<file path="src/rtl/alu_serial_pkg.sv">
`default_nettype none
// ============================================================================
// Module      : alu_serial_pkg
// Description : Shared definitions for the bit-serial ALU sequencer: ALU
//               control codes, sequencer state encoding, decoded-control
//               struct and the control decoder.
// Revision    : 1.0 - initial release
// ============================================================================
package alu_serial_pkg;

    localparam logic [3:0] ALU_AND = 4'b0000;
    localparam logic [3:0] ALU_OR  = 4'b0001;
    localparam logic [3:0] ALU_ADD = 4'b0010;
    localparam logic [3:0] ALU_SUB = 4'b0110;
    localparam logic [3:0] ALU_SLT = 4'b0111;
    localparam logic [3:0] ALU_NOR = 4'b1100;

    typedef enum logic [1:0] {
        IDLE   = 2'd0,
        RUN    = 2'd1,
        FINISH = 2'd2
    } state_e;

    // Slice controls plus the bookkeeping bits the sequencer needs at commit.
    typedef struct packed {
        logic       valid;   // recognised control code
        logic       arith;   // carry/overflow flags are meaningful
        logic       slt;     // collapse result to the set bit
        logic       a_inv;
        logic       b_inv;
        logic [1:0] op;      // 0 AND, 1 OR, 2 ADD, 3 LESS
        logic       cin;     // carry into bit 0
    } alu_dec_t;

    function automatic alu_dec_t decode_ctrl(input logic [3:0] code);
        alu_dec_t d;
        d = '0;
        case (code)
            ALU_AND: begin
                d.valid = 1'b1;
                d.op    = 2'd0;
            end
            ALU_OR: begin
                d.valid = 1'b1;
                d.op    = 2'd1;
            end
            ALU_ADD: begin
                d.valid = 1'b1;
                d.arith = 1'b1;
                d.op    = 2'd2;
            end
            ALU_SUB: begin
                d.valid = 1'b1;
                d.arith = 1'b1;
                d.b_inv = 1'b1;
                d.op    = 2'd2;
                d.cin   = 1'b1;
            end
            ALU_SLT: begin
                d.valid = 1'b1;
                d.arith = 1'b1;
                d.slt   = 1'b1;
                d.b_inv = 1'b1;
                d.op    = 2'd2;
                d.cin   = 1'b1;
            end
            ALU_NOR: begin
                d.valid = 1'b1;
                d.a_inv = 1'b1;
                d.b_inv = 1'b1;
                d.op    = 2'd0;
            end
            default: d = '0;
        endcase
        return d;
    endfunction

endpackage
`default_nettype wire

</file>
<file path="src/rtl/alu_top.sv">
`default_nettype none
// ============================================================================
// Module      : alu_top
// Description : 1-bit ALU slice: optional input inversion, AND / OR / full-add
//               / pass-less selection, with carry out.
// Revision    : 1.0 - initial release
// ============================================================================
module alu_top (
    input  logic       a_i,
    input  logic       b_i,
    input  logic       cin_i,
    input  logic       less_i,
    input  logic       a_invert_i,
    input  logic       b_invert_i,
    input  logic [1:0] operation_i,
    output logic       result_o,
    output logic       cout_o
);

    logic w_a;
    logic w_b;
    logic w_sum;

    assign w_a    = a_i ^ a_invert_i;
    assign w_b    = b_i ^ b_invert_i;
    assign w_sum  = w_a ^ w_b ^ cin_i;
    assign cout_o = (w_a & w_b) | (cin_i & (w_a ^ w_b));

    // Result multiplexer selected by the operation code.
    always_comb begin
        result_o = 1'b0;
        case (operation_i)
            2'd0:    result_o = w_a & w_b;
            2'd1:    result_o = w_a | w_b;
            2'd2:    result_o = w_sum;
            default: result_o = less_i;
        endcase
    end

endmodule
`default_nettype wire

</file>
<file path="src/rtl/alu_serial_ctrl.sv">
`default_nettype none
// ============================================================================
// Module      : alu_serial_ctrl
// Description : Bit-serial ALU sequencer. Drives one alu_top slice LSB-first,
//               one bit per clock, closes the carry loop and produces the
//               word result with zero / carry / overflow flags.
//               Optional macro ALU_SERIAL_ABORT_EN adds the abort_i port.
// Revision    : 1.0 - initial release
// ============================================================================
module alu_serial_ctrl #(
    parameter int WIDTH = 32
) (
    input  logic             clk_i,
    input  logic             rst_n,
    input  logic             start_i,
    input  logic [3:0]       ctrl_i,
    input  logic [WIDTH-1:0] src1_i,
    input  logic [WIDTH-1:0] src2_i,
`ifdef ALU_SERIAL_ABORT_EN
    input  logic             abort_i,
`endif
    output logic             ready_o,
    output logic             done_o,
    output logic [WIDTH-1:0] result_o,
    output logic             zero_o,
    output logic             cout_o,
    output logic             overflow_o
);

    import alu_serial_pkg::*;

    localparam int IDX_W = (WIDTH > 1) ? $clog2(WIDTH) : 1;

    state_e           state_q,  state_d;
    alu_dec_t         dec_q,    dec_d;
    logic [WIDTH-1:0] a_q,      a_d;
    logic [WIDTH-1:0] b_q,      b_d;
    logic [WIDTH-1:0] shadow_q, shadow_d;
    logic [WIDTH-1:0] result_q, result_d;
    logic [IDX_W-1:0] idx_q,    idx_d;
    logic             carry_q,  carry_d;
    logic             cout_q,   cout_d;
    logic             ovf_q,    ovf_d;

    logic w_abort;
    logic w_last;
    logic w_cin;
    logic w_slice_res;
    logic w_slice_cout;
    logic w_ovf;
    logic w_set;

`ifdef ALU_SERIAL_ABORT_EN
    assign w_abort = abort_i;
`else
    assign w_abort = 1'b0;
`endif

    // Bit 0 takes its carry from the decoded control; later bits from the loop.
    assign w_cin  = (idx_q == '0) ? dec_q.cin : carry_q;
    assign w_last = (idx_q == IDX_W'(WIDTH - 1));
    assign w_ovf  = w_cin ^ w_slice_cout;
    assign w_set  = w_slice_res ^ w_ovf;

    alu_top u_slice (
        .a_i         (a_q[idx_q]),
        .b_i         (b_q[idx_q]),
        .cin_i       (w_cin),
        .less_i      (1'b0),
        .a_invert_i  (dec_q.a_inv),
        .b_invert_i  (dec_q.b_inv),
        .operation_i (dec_q.op),
        .result_o    (w_slice_res),
        .cout_o      (w_slice_cout)
    );

    // Sequencer state register and datapath registers.
    always_ff @(posedge clk_i or negedge rst_n) begin
        if (!rst_n) begin
            state_q  <= IDLE;
            dec_q    <= '0;
            a_q      <= '0;
            b_q      <= '0;
            shadow_q <= '0;
            result_q <= '0;
            idx_q    <= '0;
            carry_q  <= 1'b0;
            cout_q   <= 1'b0;
            ovf_q    <= 1'b0;
        end else begin
            state_q  <= state_d;
            dec_q    <= dec_d;
            a_q      <= a_d;
            b_q      <= b_d;
            shadow_q <= shadow_d;
            result_q <= result_d;
            idx_q    <= idx_d;
            carry_q  <= carry_d;
            cout_q   <= cout_d;
            ovf_q    <= ovf_d;
        end
    end

    // Next-state logic: capture in IDLE, one bit per cycle in RUN, commit on last bit.
    always_comb begin
        state_d  = state_q;
        dec_d    = dec_q;
        a_d      = a_q;
        b_d      = b_q;
        shadow_d = shadow_q;
        result_d = result_q;
        idx_d    = idx_q;
        carry_d  = carry_q;
        cout_d   = cout_q;
        ovf_d    = ovf_q;

        case (state_q)
            IDLE: begin
                if (start_i) begin
                    dec_d    = decode_ctrl(ctrl_i);
                    a_d      = src1_i;
                    b_d      = src2_i;
                    shadow_d = '0;
                    idx_d    = '0;
                    carry_d  = dec_d.cin;
                    state_d  = RUN;
                end
            end
            RUN: begin
                if (w_abort) begin
                    shadow_d = '0;
                    idx_d    = '0;
                    state_d  = IDLE;
                end else begin
                    shadow_d        = shadow_q;
                    shadow_d[idx_q] = w_slice_res;
                    carry_d         = w_slice_cout;
                    idx_d           = idx_q + IDX_W'(1);
                    if (w_last) begin
                        idx_d   = '0;
                        state_d = FINISH;
                        if (!dec_q.valid) begin
                            result_d = '0;
                        end else if (dec_q.slt) begin
                            result_d = {{(WIDTH-1){1'b0}}, w_set};
                        end else begin
                            result_d = shadow_d;
                        end
                        cout_d = dec_q.valid & dec_q.arith & w_slice_cout;
                        ovf_d  = dec_q.valid & dec_q.arith & w_ovf;
                    end
                end
            end
            FINISH: begin
                state_d = IDLE;
            end
            default: begin
                state_d = IDLE;
            end
        endcase
    end

    assign ready_o    = (state_q == IDLE);
    assign done_o     = (state_q == FINISH);
    assign result_o   = result_q;
    assign zero_o     = (result_q == '0);
    assign cout_o     = cout_q;
    assign overflow_o = ovf_q;

endmodule
`default_nettype wire

</file>
<file path="config.mk">
export PLATFORM = sky130hd
export DESIGN_NAME = alu_serial_ctrl
export DESIGN_NICKNAME = d
export VERILOG_FILES = /design/src/rtl/alu_serial_pkg.sv /design/src/rtl/alu_top.sv /design/src/rtl/alu_serial_ctrl.sv
export SDC_FILE = /design/constraint.sdc
export NUM_CORES = 1
export LEC_CHECK = 0
export CAP_MARGIN = 20
export CORE_MARGIN = 5
export CORE_UTILIZATION = 54
export DETAILED_ROUTE_END_ITERATION = 6
export GPL_ROUTABILITY_DRIVEN = 0
export PLACE_DENSITY = 0.84
export SYNTH_ARGS = -nofsm -noshare
export SYNTH_HDL_FRONTEND = slang
export SYNTH_HIERARCHICAL = 1
export SYNTH_SLANG_ARGS = --single-unit
export TNS_END_PERCENT = 1
</file>
<file path="constraint.sdc">
create_clock -name clk_i -period 4.5 [get_ports clk_i]
set_input_delay 0.675 -clock clk_i [delete_from_list [all_inputs] [get_ports clk_i]]
set_output_delay 0.675 -clock clk_i [all_outputs]
set_load 0.02 [all_outputs]
</file>
* After elaboration in Yosys (flattened, before gate mapping)
Index checks and enable logic that the tools add are counted.
** Word-level totals
- Register bits :: 146
- Output and inout port bits :: 37
- Input port bits :: 71
** Cells by class
- Equal/unequal tests :: 12
- Magnitude comparators :: 2
- Reduce and logical (&&, ||, !) cells :: 15
- Multiplexer cells :: 28
- Bitwise gates (word level) :: 13
- $add $sub $neg :: 1
** Operators by type and width (number)
- $mux W32 :: 3
- $pmux W32 S2 :: 1
- $bwmux W32 :: 1
- $logic_not A32 Y1 :: 1
- $mux W1 :: 11
- $bmux W1 S5 :: 2
- $mux W5 :: 2
- $pmux W5 S2 :: 1
- $eq A4 B3 Y1 const B :: 2
- $pmux W2 S2 :: 2
- $reduce_and A2 Y1 :: 4
- $lt A5 B6 Y1 const B :: 1
- $reduce_or A3 Y1 :: 2
- $reduce_or A6 Y1 :: 1
- $xor A1 B1 Y1 :: 6
- $add A5 B1 Y5 const B :: 1
- $and A1 B1 Y1 :: 5
- $demux W1 S5 :: 1
- $eq A5 B5 Y1 const B :: 1
- $ge A5 B1 Y1 const B :: 1
- $logic_not A5 Y1 :: 1
- $eq A2 B1 Y1 const B :: 2
- $eq A2 B2 Y1 const B :: 2
- $eq A4 B1 Y1 const B :: 1
- 12 further kinds :: 16

* Depth between registers and ports, before layout
Gate-level depths: netlist of the first run.
- Depth in word-level cells :: 10
- Depth in mapped cells :: 15
- Mapped depth without buffers :: 12

* Hierarchy
Netlist of the first run, hierarchy kept.
** Modules (own cells, without submodules)
- alu_serial_ctrl :: times used 1, seq. area each 3628.5 um2, cells an instance 706, area an instance 6829.0 um2
- alu_top :: times used 1, seq. area each 0.0 um2, cells an instance 9, area an instance 96.3 um2

* Least setup slack after synthesis of the first run
No wires, ideal clock.
- Path kind :: register to register
- Start :: register idx_q[1]
- End :: register result_q[0], in the netlist result_o[0]
- Path slack :: 1039 ps
- Library setup time :: 125 ps
- Arrival :: 3336 ps
- Clock period less this slack :: 3461 ps
- Cell stages (with the launch flop) :: 15
- Cell sequence :: dfrtp_1 -> buf_2 -> buf_2 -> inv_1 -> ha_1 -> buf_4 -> nor4b_4 -> mux2_4 -> fa_1 -> mux4_2 -> buf_2 -> o31ai_1 -> a21oi_1 -> nor3_1 -> o41ai_1
** RTL lines
- from (decl) :: line alu_serial_ctrl.sv:40 : logic [IDX_W-1:0] idx_q, idx_d;
- from (signal assigned) :: line alu_serial_ctrl.sv:97 : idx_q <= idx_d;
- $logic_not A5 Y1 (*) :: line alu_serial_ctrl.sv:60 : assign w_cin = (idx_q == '0) ? dec_q.cin : carry_q;
- $mux W1 (*) :: line alu_serial_ctrl.sv:60
- named net w_cin :: line alu_serial_ctrl.sv:47 : logic w_cin;
- $xor A1 B1 Y1 (*) :: line alu_top.sv:26 : assign w_sum = w_a ^ w_b ^ cin_i;
- $pmux W1 S3 (*) :: line alu_top.sv:32 : case (operation_i)
- named net w_slice_res :: line alu_serial_ctrl.sv:48 : logic w_slice_res;
- $bwmux W32 / $xor A1 B1 Y1 (equally long branches) :: line alu_serial_ctrl.sv:136, alu_serial_ctrl.sv:63
- $mux W32 (*) :: line alu_serial_ctrl.sv:144 : end else if (dec_q.slt) begin
- $mux W32 (*) :: line alu_serial_ctrl.sv:142 : if (!dec_q.valid) begin
- to (signal assigned) :: line alu_serial_ctrl.sv:96 : result_q <= result_d;
- to (decl) :: line alu_serial_ctrl.sv:39 : logic [WIDTH-1:0] result_q, result_d;
Mark *: on every way through the listed nets, which the timed path passes. The rest lies on a longest branch. The select of a mux whose other input is x is not followed.
A chain may end at the register's enable or synchronous reset.

* Worst setup path in the final report of the first run
Same ends and word-level chain as after synthesis.

==> run_results.csv, run 1 <==
group,metric,value,unit
logic_synthesis,synth_edf_count,0,
global_routing,grt_use_total,0.242,
critical_path,timing_worst_setup_path_type,"reg2reg",
critical_path,r2r_start,"idx_q[1]",
critical_path,crit_required,4.81,ns
global_routing,grt_pass1_wl,28400,um
detailed_routing,route.vias.total,5574,
die,core_region_area,0.0126,mm2
timing,hold_viol_final,0,
logic_synthesis,ys_ff_latch,145,
die,dieArea,0.0152,mm2
timing,setup_viol,0,
clock_tree,post-cts-setup-buffers,0,
timing,clock_skew,0.00984,ns
logic_synthesis,synthCells,715,
cells_and_area,final_cells,980,
status,status,"completed",
power_and_ir_drop,p_sw_frac,0.392,
power_and_ir_drop,leakage,4.18,nW
die,die_h,123,um
global_routing,overflow,0,
logic_synthesis,synth.distinct_cells,50,
power_and_ir_drop,ir_drop,398,uV
critical_path,path_buf_inv,2,
cells_and_area,final_net_count,877,
detailed_routing,firstDrtPassIters,5,
critical_path,worstPathCellList,"inv_1 > ha_1 > nor4b_4 > mux2_4 > fa_1 > mux4_2 > buf_4 > a21oi_1 > nor3_1 > o41ai_1",
die,initial_core_util,0.549,
timing,rsz0062_at_grt,"no",
critical_path,worstPathArrival,4.29,ns
detailed_routing,first_iter_violations,400,
critical_path,rr_worst_depth,10,
global_routing,first_global_vias,5787,
logic_synthesis,synth_ff_type,"dfrtp_1",
clock_tree,cts_root_buf,"clkbuf_16",
timing,tightest_slew,0.982,ns
power_and_ir_drop,p_per_area,715,mW/mm2
power_and_ir_drop,clockPowerShare,0.208,
power_and_ir_drop,switchingPower,2.41,mW
timing,max_freq,0.251,GHz
detailed_routing,wire_per_inst,17.5,um
run,cap_viol_max_count,0,
critical_path,cp_slowest_stage_delay,0.66,ns
global_routing,antenna_found_initial,0,
timing,timing.slew.headroom,0.346,
die,dieWidth,123,um
timing,finalMaxSlewViolations,0,
detailed_routing,wl,17200,um
place,io_buffers,107,
logic_synthesis,ys_async_sr_fraction,1.00,
clock_tree,worstSkewPairLatency,0.42,ns
die,num_rows,41,
logic_synthesis,netlist_area,0.00693,mm2
worst_hold_path,hp-class,"in2async",
timing,finalSetupTns,0,ns
global_routing,grt_max_degree,111,
clock_tree,cts.repair.resized,0,
critical_path,startpoint,"idx_q[1]",
critical_path,start_kind,"flop",
cells_and_area,area.growth.synth_to_final,24.5,%
place,place_inst,948,
logic_synthesis,syn_nets,794,
timing,hold_slack,0.408,ns
clock_tree,htreeDepth,4,
critical_path,rrSetupSlack,0.52,ns
clock_tree,postCtsHoldBufs,0,
critical_path,crit_fanout,33,
critical_path,crit_slowest_cell,"dfrtp_1",
detailed_routing,antenna_left,0,
power_and_ir_drop,p_int,3.75,mW
clock_tree,clk_transition_reported_paths,0.06,ns
clock_tree,cts_tree,"yes",
power_and_ir_drop,seqPwrFrac,0.374,
detailed_routing,avgViaCountPerCell,5.69,
critical_path,worst-path-stages,10,
clock_tree,max-clock-path-buffers,2,
logic_synthesis,yosys_warnings,6,
timing,fin_crit_sh,0.884,
cells_and_area,insertedDiodeCount,0,
clock_tree,numCtsBuffers,17,
timing,period_needed,3.98,ns
place,dp_hpwl,11500,um
critical_path,worst_setup_path_end_kind,"flop",
power_and_ir_drop,pwr-share-comb,0.419,
cells_and_area,drive_gt1_frac,0.0606,
logic_synthesis,yosysSeqAreaShare,0.524,
cells_and_area,utilization,0.683,
detailed_routing,drc,0,
die,io_pins,108,
critical_path,crit_family,"multiplexers",
clock_tree,clock_sinks,145,
logic_synthesis,avgSynthCellArea,9.69,um2
## cell type report
class,instances,area (um2)
Inverter,6,22.5
Sequential cell,145,3630
Fill cell,945,4000
Multi-Input combinational cell,513,3030
Clock buffer,22,464
Timing Repair Buffer,115,1200
Clock inverter,7,62.6
Tap cell,172,215
## synthesized netlist by cell type, types with 5 or more instances
master | n | area share
nor2_1 | 6 | 0.0033
dfrtp_1 | 145 | 0.52
inv_1 | 6 | 0.0033
nand3_1 | 36 | 0.026
nor4_1 | 8 | 0.0072
ha_1 | 7 | 0.013
nand2_1 | 270 | 0.15
o21ai_1 | 17 | 0.012
mux4_1 | 16 | 0.061
buf_2 | 17 | 0.012
o21ai_0 | 57 | 0.041
a22oi_1 | 8 | 0.0087
mux2i_1 | 31 | 0.045
nor2b_1 | 5 | 0.0045
clkbuf_1 | 27 | 0.015
## registers in the layout, indices dropped and copies added, names as in the netlist
| name | flops |
|---|---|
| overflow_o | 1 |
| cout_o | 1 |
| idx_q | 5 |
| state_q | 2 |
| result_o | 32 |
| dec_q | 7 |
| shadow_q | 32 |
| carry_q | 1 |
| b_q | 32 |
| a_q | 32 |
## cell families after synthesis
| logic type | after synthesis | share of synthesized area |
|---|---|---|
| buffers and inverters | 57 | 0.0406 |
| xor gates and xnor gates | 5 | 0.00632 |
| adders and majority gates | 8 | 0.0155 |
| and+or+nand+nor | 353 | 0.223 |
| AOI/OAI and AO/OA | 96 | 0.0775 |
| DFF | 145 | 0.524 |
| muxes | 50 | 0.113 |
| other | 1 | 0.000541 |
## metal layers
metal | wire length (um) | GRT usage | vias to the layer above | part of all wire
met5 | 0 | 0 | - | 0
met4 | 662 | 0.122 | 0 | 0.039
met2 | 8550 | 0.399 | 213 | 0.50
met1 | 6950 | 0.304 | 2726 | 0.40
li1 | - | - | 2583 | -
met3 | 1020 | 0.0522 | 52 | 0.059
## worst paths after layout
check                               end
setup / recovery            result_o[0]
hold / removal             result_o[26]
setup reg to reg            result_o[0]
hold reg to reg                 b_q[25]
max in group asynchronous      idx_q[1]
min in group clk_i              b_q[25]
## power by group through the flow
stage	clock network [mW]	registers, mW	logic (mW)
floorplan	0	2.31	1.64
global placement	0	2.25	2.40
detailed placement	0	2.31	2.52
CTS	1.29	2.29	2.54
global route	1.35	2.38	2.83
finish	1.28	2.30	2.58
## cells in the final DEF (no fill, tap or decap), types with 2 or more instances in the layout
cell / n
a21oi_1: 2
a22oi_1: 8
and3_1: 3
and3b_1: 4
buf_12: 2
buf_16: 2
buf_4: 4
clkbuf_1: 3
clkbuf_16: 17
clkbuf_8: 2
clkdlybuf4s50_1: 106
clkinv_2: 5
dfrtp_1: 145
ha_1: 7
inv_1: 6
mux2i_1: 31
mux4_1: 16
nand2_1: 269
nand3_1: 36
nand4_1: 4
nor2_1: 6
nor2b_1: 5
nor3_1: 2
nor3b_1: 2
nor3b_2: 3
nor4_1: 8
o21ai_0: 57
o21ai_1: 17
o31ai_1: 2
o41ai_1: 3
xnor2_1: 2
xor2_1: 3
## through the flow
| step | worst slack [ns] | total power [mW] | area [um2] |
|---|---|---|---|
| 3_5_place_dp | 0.550 | 4.83 | 8020 |
| 5_1_grt | 0.300 | 6.55 | 8620 |
| 4_1_cts | 0.553 | 6.13 | 8550 |
| 6_report | 0.522 | 6.16 | 8620 |
| 2_1_floorplan | 1.04 | 3.95 | 6930 |
| 3_3_place_gp | 0.703 | 4.65 | 8020 |
Note: power is estimated with default switching activity, not from simulation.
==> run 2: changes to the inputs <==
--- a/config.mk
+++ b/config.mk
@@ -11,6 +11,7 @@
 export DETAILED_ROUTE_END_ITERATION = 6
 export GPL_ROUTABILITY_DRIVEN = 0
 export PLACE_DENSITY = 0.84
+export SLEW_MARGIN = 20
 export SYNTH_ARGS = -nofsm -noshare
 export SYNTH_HDL_FRONTEND = slang
 export SYNTH_HIERARCHICAL = 1
==> run 2 against run 1 <==
  * Power fell by 0.19%
  * Via count hardly changed
  * Largest power group unchanged
  * Critical endpoint unchanged
  * Sequential power is essentially flat
  * Register-to-register slack about the same
  * Die area did not move
==> run_results.csv, run 2 (synthesized netlist as in run 1, its figures left out) <==
group,metric,value,unit
status,status,"completed",
global_routing,antenna_found_initial,0,
timing,finalSetupTns,0,ns
critical_path,crit_fanout,33,
global_routing,grt_use_total,0.242,
critical_path,worstPathArrival,4.30,ns
timing,hold_viol_final,0,
critical_path,path_buf_inv,2,
clock_tree,numCtsBuffers,17,
cells_and_area,area.growth.synth_to_final,23.9,%
power_and_ir_drop,leakage,4.16,nW
die,initial_core_util,0.549,
detailed_routing,wire_per_inst,17.6,um
clock_tree,max-clock-path-buffers,2,
global_routing,grt_max_degree,111,
die,core_region_area,0.0126,mm2
clock_tree,cts_tree,"yes",
critical_path,crit_required,4.81,ns
global_routing,grt_pass1_wl,28400,um
clock_tree,clock_sinks,145,
run,cap_viol_max_count,0,
cells_and_area,insertedDiodeCount,0,
clock_tree,htreeDepth,4,
detailed_routing,antenna_left,0,
critical_path,worstPathCellList,"inv_1 > ha_1 > nor4b_4 > mux2_4 > fa_1 > mux4_2 > buf_4 > a21oi_1 > nor3_1 > o41ai_1",
detailed_routing,avgViaCountPerCell,5.70,
clock_tree,worstSkewPairLatency,0.42,ns
clock_tree,postCtsHoldBufs,0,
detailed_routing,first_iter_violations,429,
clock_tree,clk_transition_reported_paths,0.06,ns
cells_and_area,layout_common_cells,"268 x nand2_1, 145 x dfrtp_1, 106 x clkdlybuf4s50_1",
timing,tightest_slew,0.983,ns
timing,rsz0062_at_grt,"no",
detailed_routing,drc,0,
timing,timing.slew.headroom,0.345,
timing,fin_crit_sh,0.887,
place,dp_hpwl,11500,um
cells_and_area,drive_gt1_frac,0.0596,
cells_and_area,final_common_cell,"nand2_1",
detailed_routing,route.vias.total,5575,
timing,period_needed,3.99,ns
clock_tree,cts_root_buf,"clkbuf_16",
die,num_rows,41,
power_and_ir_drop,ir_drop,476,uV
power_and_ir_drop,p_total,6.15,mW
clock_tree,post-cts-setup-buffers,0,
critical_path,crit_family,"multiplexers",
timing,finalMaxSlewViolations,0,
timing,clock_skew,0.00772,ns
detailed_routing,firstDrtPassIters,5,
die,dieWidth,123,um
die,io_pins,108,
timing,setup_viol,0,
critical_path,timing_worst_setup_path_type,"reg2reg",
die,die_h,123,um
critical_path,cp_slowest_stage_delay,0.66,ns
power_and_ir_drop,p_per_area,717,mW/mm2
timing,max_freq,0.251,GHz
critical_path,start_kind,"flop",
place,io_buffers,107,
detailed_routing,wl,17200,um
cells_and_area,final_net_count,875,
critical_path,worst_setup_path_end_kind,"flop",
global_routing,first_global_vias,5787,
global_routing,overflow,0,
critical_path,rrSetupSlack,0.51,ns
worst_hold_path,hp-class,"in2async",
critical_path,crit_slowest_cell,"dfrtp_1",
clock_tree,cts.repair.resized,0,
die,dieArea,0.0152,mm2
==> run 2: cell count changes in the layout (fill, tap and decap cells not counted), sizes merged <==
cell,before,now
buf,9,7
==> run 2: cell type report <==
class                   instances  area, um2
well taps                     172        215
multi-input cells             513       3040
flip-flops and latches        145       3630
inverters                       6       22.5
repair buffers                113       1150
clock buffers                  22        464
fillers                       949       4040
clock inverters                 7       62.6
==> run 2: worst paths after layout <==
kind                            depth (start not counted)           end  startpoint
worst max-delay path                                   10   result_o[0]    idx_q[1]
worst min-delay path                                    1  result_o[26]       rst_n
worst max register to register                         10   result_o[0]    idx_q[1]
worst min register to register                          2       b_q[25]     b_q[25]
max in group asynchronous                               2       b_q[22]       rst_n
min in group clk_i                                      2       b_q[25]     b_q[25]
==> run 2: per-layer routing <==
metal / vias to the layer above / global-route usage / wire [um]
met3: 53 / 0.0522 / 1160
met5: - / 0 / 0
met4: 0 / 0.122 / 626
met1: 2691 / 0.304 / 6900
met2: 240 / 0.399 / 8550
li1: 2591 / - / -
==> run 2: metrics by stage <==
stage | area [um2] | setup slack, ns | hold slack, ns | cells | utilization
floorplan | 6930 | 1.04 | 0.379 | 715 | -
global placement | 8020 | 0.703 | 0.451 | 948 | 0.636
detailed placement | 8020 | 0.550 | 0.453 | 948 | 0.636
CTS | 8550 | 0.553 | 0.438 | 977 | 0.677
global route | 8580 | 0.301 | 0.490 | 978 | 0.680
finish | 8580 | 0.508 | 0.411 | 978 | 0.680
==> run 2: power by group <==
group,switching (mW),internal [mW]
combinational,1.46,1.10
sequential,0.446,1.86
clock,0.509,0.773
